### src/rtl/usb3_ext_in_feeder.sv
// usb3_ext_in_feeder: packs a 32-bit stream into protocol-layer IN buffers and commits each packet
module usb3_ext_in_feeder #(
   parameter int MAX_WORDS = 256
) (
   input  logic        local_clk,
   input  logic        reset_n,
   input  logic [31:0] s_data,
   input  logic        s_valid,
   input  logic        s_last,
   input  logic [1:0]  s_last_bytes,
   output logic        s_ready,
   output logic [8:0]  buf_in_addr,
   output logic [31:0] buf_in_data,
   output logic        buf_in_wren,
   input  logic        buf_in_ready,
   output logic        buf_in_commit,
   output logic [10:0] buf_in_commit_len,
   input  logic        buf_in_commit_ack,
   output logic        busy,
   output logic [15:0] pkt_count
);
   typedef enum logic [1:0] {IDLE, FILL, COMMIT, RELEASE} state_t;
   state_t state, state_nxt;
   logic [8:0] word_idx;
   logic accept, close, ack_hs;
   logic [10:0] beat_len;
   assign s_ready = state == FILL;
   assign busy = state != IDLE;
   assign accept = s_valid & s_ready;
   assign close = s_last | (word_idx == 9'(MAX_WORDS - 1));
   assign ack_hs = (state == COMMIT) & buf_in_commit & buf_in_commit_ack;
   // byte length if this beat closes the packet; a short final word only counts when s_last
   assign beat_len = {word_idx, 2'b00} + ((s_last && s_last_bytes != 2'd0) ? {9'd0, s_last_bytes} : 11'd4);
   // state register
   always_ff @(posedge local_clk) begin
      if (!reset_n) state <= IDLE;
      else state <= state_nxt;
   end
   // next state; commit ack only counts once the commit request is actually up
   always_comb begin
      state_nxt = state;
      case (state)
         IDLE:    state_nxt = buf_in_ready ? FILL : IDLE;
         FILL:    state_nxt = (accept && close) ? COMMIT : FILL;
         COMMIT:  state_nxt = ack_hs ? RELEASE : COMMIT;
         RELEASE: state_nxt = buf_in_commit_ack ? RELEASE : IDLE;
         default: state_nxt = IDLE;
      endcase
   end
   // buffer write port, packet length capture, commit request and packet counter
   always_ff @(posedge local_clk) begin
      if (!reset_n) begin
         word_idx          <= '0;
         buf_in_addr       <= '0;
         buf_in_data       <= '0;
         buf_in_wren       <= 1'b0;
         buf_in_commit     <= 1'b0;
         buf_in_commit_len <= '0;
         pkt_count         <= '0;
      end else begin
         buf_in_wren <= accept;
         if (state == IDLE && buf_in_ready) begin
            word_idx          <= '0;
            buf_in_commit_len <= '0;
         end
         if (accept) begin
            buf_in_addr <= word_idx;
            buf_in_data <= s_data;
            word_idx    <= word_idx + 9'd1;
            if (close) buf_in_commit_len <= beat_len;
         end
         if (state == COMMIT) buf_in_commit <= !ack_hs;
         if (ack_hs) pkt_count <= pkt_count + 16'd1;
      end
   end
endmodule

### config.mk
export PLATFORM = sky130hd
export DESIGN_NAME = usb3_ext_in_feeder
export DESIGN_NICKNAME = d
export VERILOG_FILES = /design/src/rtl/usb3_ext_in_feeder.sv
export SDC_FILE = /design/constraint.sdc
export NUM_CORES = 1
export LEC_CHECK = 0
export ABC_CLOCK_PERIOD_IN_PS = 2500
export CAP_MARGIN = 20
export CORE_ASPECT_RATIO = 0.5
export CORE_UTILIZATION = 24
export DETAILED_ROUTE_END_ITERATION = 6
export MAX_ROUTING_LAYER = met4
export PLACE_DENSITY_LB_ADDON = 0.25
export SYNTH_ARGS = -nofsm -noshare
export SYNTH_HDL_FRONTEND = slang
export SYNTH_SLANG_ARGS = --single-unit
### constraint.sdc
create_clock -name local_clk -period 2.5 [get_ports local_clk]
set_input_delay 0.5 -clock local_clk [delete_from_list [all_inputs] [get_ports local_clk]]
set_output_delay 0.5 -clock local_clk [all_outputs]
set_load 0.05 [all_outputs]
# Word-level counts from Yosys, hierarchy flattened
# Index checks and enable logic that the tools add are counted.
# totals
reg_bits,81
out_inout_bits,72
# op_classes
addsub,3
n_eq_ne,4
mux,11
n_bitwise,4
n_reduce_logical,8
# op_table
cell,count
$mux 11,3
$mux 9,2
$add 16x1->16 const B,1
$add 11x3->11,1
$add 9x1->9 const B,1
$eq 9x8->1 const B,1
$pmux 2 s4,1
$reduce_bool 2->1,3
$eq 2x2->1 const B,2
$mux 2,2
$and 1x1->1,3
$logic_and 1x1->1,3
$mux 3,1
$eq 2x1->1 const B,1
$logic_not 2->1,1
$mux 1,2
$logic_not 1->1,1
$or 1x1->1,1

# Logic depth before layout (Yosys ltp)
# depth
depth_word,6
mapped_depth,8
mapped_depth_nobuf,8

# Worst setup path after synthesis
# Ideal clock, no wire load.
# synth_timing
path_type,reg2reg
startpoint,reg pkt_count[0]
endpoint,reg pkt_count[12]
arrival_ps,1818
slack_ps,612
path_stages_with_launch,6
path_buffers,0
period_less_slack_ps,1888
cell_sequence,dfxtp_1 ha_1 and3_2 nand2_4 or4_1 a21oi_1
# synth_via
elab_chain_cells,1
# synth_lines
element,line_no,source
"start, declared",20,output logic [15:0] pkt_count
"start signal, assigned",73,if (ack_hs) pkt_count <= pkt_count + 16'd1;
$add 16x1->16,73,
# Every way passes these cells.
# A chain may end at the register's enable or synchronous reset.

# Worst setup path in the final report
# layout_timing
startpoint,reg state[1]
endpoint,out busy
# layout_via
elab_chain_cells,1
# layout_lines
element,line_no,source
"start, declared",23,"state_t state, state_nxt;"
"start signal, assigned",37,else state <= state_nxt;
$reduce_bool 2->1,28,assign busy = state != IDLE;
"end, declared",19,"output logic busy,"
# Every way passes these cells.

==> results.md <==
* CP Data Arrival Time at 1.81 ns
* Slowest-stage cell, CP: clkdlybuf4s50_1
* Critical path capture point type: primary output
* Internal cell power at 2400 µW
* Seq/Total Area, Yosys at 49.6%
* Clock Power Share at 46.5%
* Standard-cell rows at 29
* Worst slack, placed at 0.322 ns
* HPWL after detailed placement at 5970 µm
* # resized after CTS at 0
* Number of antenna violations at the first check in global routing at 0
* Placer congestion estimate at 0.749
* Final hold violation count at 0
* GRT Overall Usage at 13.3%
* Min Clock Period, post-route at 2.31 ns
* Category of the most critical setup path: reg -> out
* Worst Max-Slew Pin Slew at 0.540 ns
* Mapped cell area at 3270 µm²
* Total number of vias at 3054
* H-tree levels at 3
* Max-slew headroom at 63.9%
* Clock tree root buffer cell: clkbuf_16
* CTS tree: done
* Detail Route Antenna Nets at 0
* Synthesized instance count at 386
* Total of flip-flops plus latches after synthesis at 81
* Share of cells above drive strength 1 at 7.00%
* Number of slew-limit violations in the final report at 0
* Overall routed net length at 8830 µm
* Cell area after layout at 4920 µm²
* Total of buffers placed on input and output ports at 111
* Uppermost routed layer: met4
* Leakage power total at 0.00171 µW
* Crit path from: state[1]
* Max-cap violations at 0
* Drt via density at 4.56
* Status: complete, no violations
* Cell breakdown of the critical path: or2_2 -> clkdlybuf4s50_1
* Dominant synthesized flop cell: dfxtp_1
* Number of buffers added to fix hold violations after cts at 0
* Clock input transition at the sequential cells of the worst setup and hold paths at 0.06 ns
* Count of antenna diodes in the layout at 0
* R2R depth at 7
* Delay of the slowest critical-path stage at 0.79 ns
* Startpoint of the worst hold path: buf_in_data[11]
* Number of detailed-route iterations in the first pass at 4
* First-pass GRT wire length at 14500 µm
* Vias in the first global route at 2828
* Mean instance size in the synthesized netlist at 8.47 µm²
* Flop-to-flop setup slack at 0.42 ns
* Total met3 wirelength after detailed routing at 320 µm
* Combinational fraction of design power at 11.4%
* Placed cell area at 4590 µm²
* Share of power burned in registers at 42.1%
* Unrepaired setup endpoints after global routing: false
* Worst-case hold path end point: buf_in_data[11]
* Average wire per standard cell at 13.2 µm
* Peak VDD IR at 284 µV
* Family with the most delay on the worst path: buffers and inverters
* Clk buf depth at 2
* Final setup vio count at 0
* Number of primary I/O pins at 112
* Number of synthesized flops with an enable pin at 0
* Initial Util at 25.2%
* Floorplan die area at 14100 µm²
* Synth warn at 0
* Drt drc at 0
* Clock latency at the later pin of the worst-skew pair at 0.34 ns
* Hold Crit Depth at 2
* Worst reg2reg endpoint: buf_in_commit_len[1]
* Power spent charging and discharging nets at 781 µW
* Launch instance of the worst register-to-register path: word_idx[1]
* Final layout net count at 540
* Switching part of the total at 24.6%
* Largest net degree at the start of global routing at 51
* Clock Skew at 0.00810 ns
* Achievable clock frequency at 432 MHz
* Starting DRT DRC Count at 89
* Total global routing overflow at 0
* Number of buffer and inverter instances along the worst setup path at 1
* Sum of negative setup slack at 0 ns
* Overall die width at 167 µm
* CTS buffer count at 9
* Mapped Nets at 431
* Clock Sinks at 81
* Largest fanout of any net on the critical path at 11
* Power per cell area at 646 nW/µm²
* Filler cell count in the final layout at 1349
* Met2 wire len at 4030 µm
* Count of buffers added by post-CTS timing repair for setup at 0
* Kind of launch point of the worst setup path: flop
* Die Y-Extent at 84.5 µm
* Number of distinct library cells after synthesis at 47
* Hold crit path type: reg -> reg
* Fraction of synthesis flops using an asynchronous set or reset pin at 0%
* Endpoint required time on the critical path at 2.00 ns
* Relative area change from synthesis to final layout at 50.4%
* Core footprint at 13000 µm²
* Final cycle utilization of the critical path at 92.6%
* Post-Route M1 WL at 4360 µm
* Worst-case setup margin in the final layout at 0.186 ns
## synthesized netlist by cell type (2+ instances only)
cell type | instances | area share [%]
a21oi_1 | 56 | 8.6
a22o_1 | 2 | 0.54
or4_1 | 4 | 0.92
nand4_1 | 7 | 1.3
nand2_1 | 93 | 11
o311ai_0 | 2 | 0.54
xor2_1 | 8 | 2.1
buf_2 | 6 | 0.92
xnor2_1 | 8 | 2.1
clkbuf_1 | 11 | 1.3
ha_1 | 5 | 1.9
o2bb2ai_1 | 6 | 1.6
o31ai_1 | 3 | 0.69
dfxtp_1 | 81 | 50
and3_1 | 4 | 0.77
nand2b_1 | 2 | 0.38
o21ai_0 | 6 | 0.92
nor3_1 | 2 | 0.31
nand3_1 | 15 | 2.3
buf_1 | 4 | 0.46
nand3b_1 | 2 | 0.46
inv_1 | 3 | 0.34
buf_6 | 2 | 0.69
or3_1 | 4 | 0.77
mux2i_1 | 3 | 0.92
and3b_1 | 2 | 0.54
nor2_1 | 25 | 2.9
## worst register-to-register path: cells and delay by family, from the launching register on
kind,cells,cell delay (ns)
compound gates,2,0.39
fa+ha+maj,2,0.44
flops,1,0.51
simple gates,3,0.65
## state kept, by name, indices dropped and copies added, names as in the netlist
name and count:
state 2, pkt_count 16, buf_in_addr 9, buf_in_commit_len 11, buf_in_wren 1, buf_in_commit 1
buf_in_data 32, word_idx 9
## cell usage in the layout, fill, tap and decap left out, types with 2 or more instances in the layout
cell type / instances
or4_1: 4
a21oi_1: 56
mux2i_1: 3
dfxtp_1: 81
nor3_1: 2
nand3b_1: 2
o311ai_0: 2
xnor2_1: 8
nand3_1: 15
bufinv_16: 2
ha_1: 5
nand4_1: 7
clkbuf_8: 2
or3_1: 4
clkdlybuf4s50_1: 111
clkinvlp_4: 2
and3_1: 4
nand2b_1: 2
a22o_1: 2
buf_12: 2
o2bb2ai_1: 6
clkbuf_16: 9
xor2_1: 8
buf_4: 9
inv_1: 3
o31ai_1: 3
o21ai_0: 6
nor2_1: 25
nand2_1: 93
## per-layer routing
| metal | global-route usage (%) | vias to the layer above |
|---|---|---|
| met4 | 4.04 | 0 |
| met3 | 3.11 | 11 |
| met5 | - | - |
| met2 | 20.9 | 55 |
| li1 | - | 1536 |
| met1 | 16.9 | 1452 |
## power by group through the flow
stage | Sequential, µW | Combinational (µW) | Clock, µW
finish | 1340 | 363 | 1480
global route | 1340 | 388 | 1570
CTS | 1340 | 367 | 1520
detailed placement | 1370 | 366 | 0
global placement | 1370 | 367 | 0
floorplan | 1450 | 117 | 0
## worst max-delay path by stage
stage	endpoint	slack, ns	cells after the start
floorplan	pkt_count[12]	0.61	5
global placement	buf_in_commit_len[10]	0.35	8
detailed placement	buf_in_commit_len[8]	0.32	8
CTS	busy	0.16	2
global route	s_ready	0.09	3
finish	busy	0.19	2
## cells by family (layout without fill, tap and decap cells)
| group | Yosys count | after routing | share of synthesized area (%) |
|---|---|---|---|
| simple gates | 172 | 172 | 25.0 |
| compound gates | 81 | 81 | 14.3 |
| flops | 81 | 81 | 49.6 |
| buf+inv | 28 | 142 | 4.02 |
| xor+xnor | 16 | 16 | 4.29 |
| fa+ha+maj | 5 | 5 | 1.91 |
| mux | 3 | 3 | 0.919 |
## stage by stage
stage | cells | utilization, % | total power [µW] | hold slack (ns)
final | 670 | 37.9 | 3180 | 0.452
after global routing | 670 | 37.9 | 3300 | 0.476
after CTS | 670 | 37.9 | 3220 | 0.455
after floorplan | 386 | - | 1570 | 0.470
after detailed placement | 654 | 35.3 | 1730 | 0.447
after global placement | 654 | 35.3 | 1730 | 0.441
## cell type report
class	count	area, µm²	share of cell area [%]
multi-input combinational	277	1520	30.9
inverter	4	15.0	0.305
timing repair buffer	122	1220	24.8
sequential	81	1620	33.0
clock inverter	4	75.1	1.53
tap	170	213	4.33
clock buffer	12	256	5.22
Note: power is estimated with default switching activity, not from simulation.
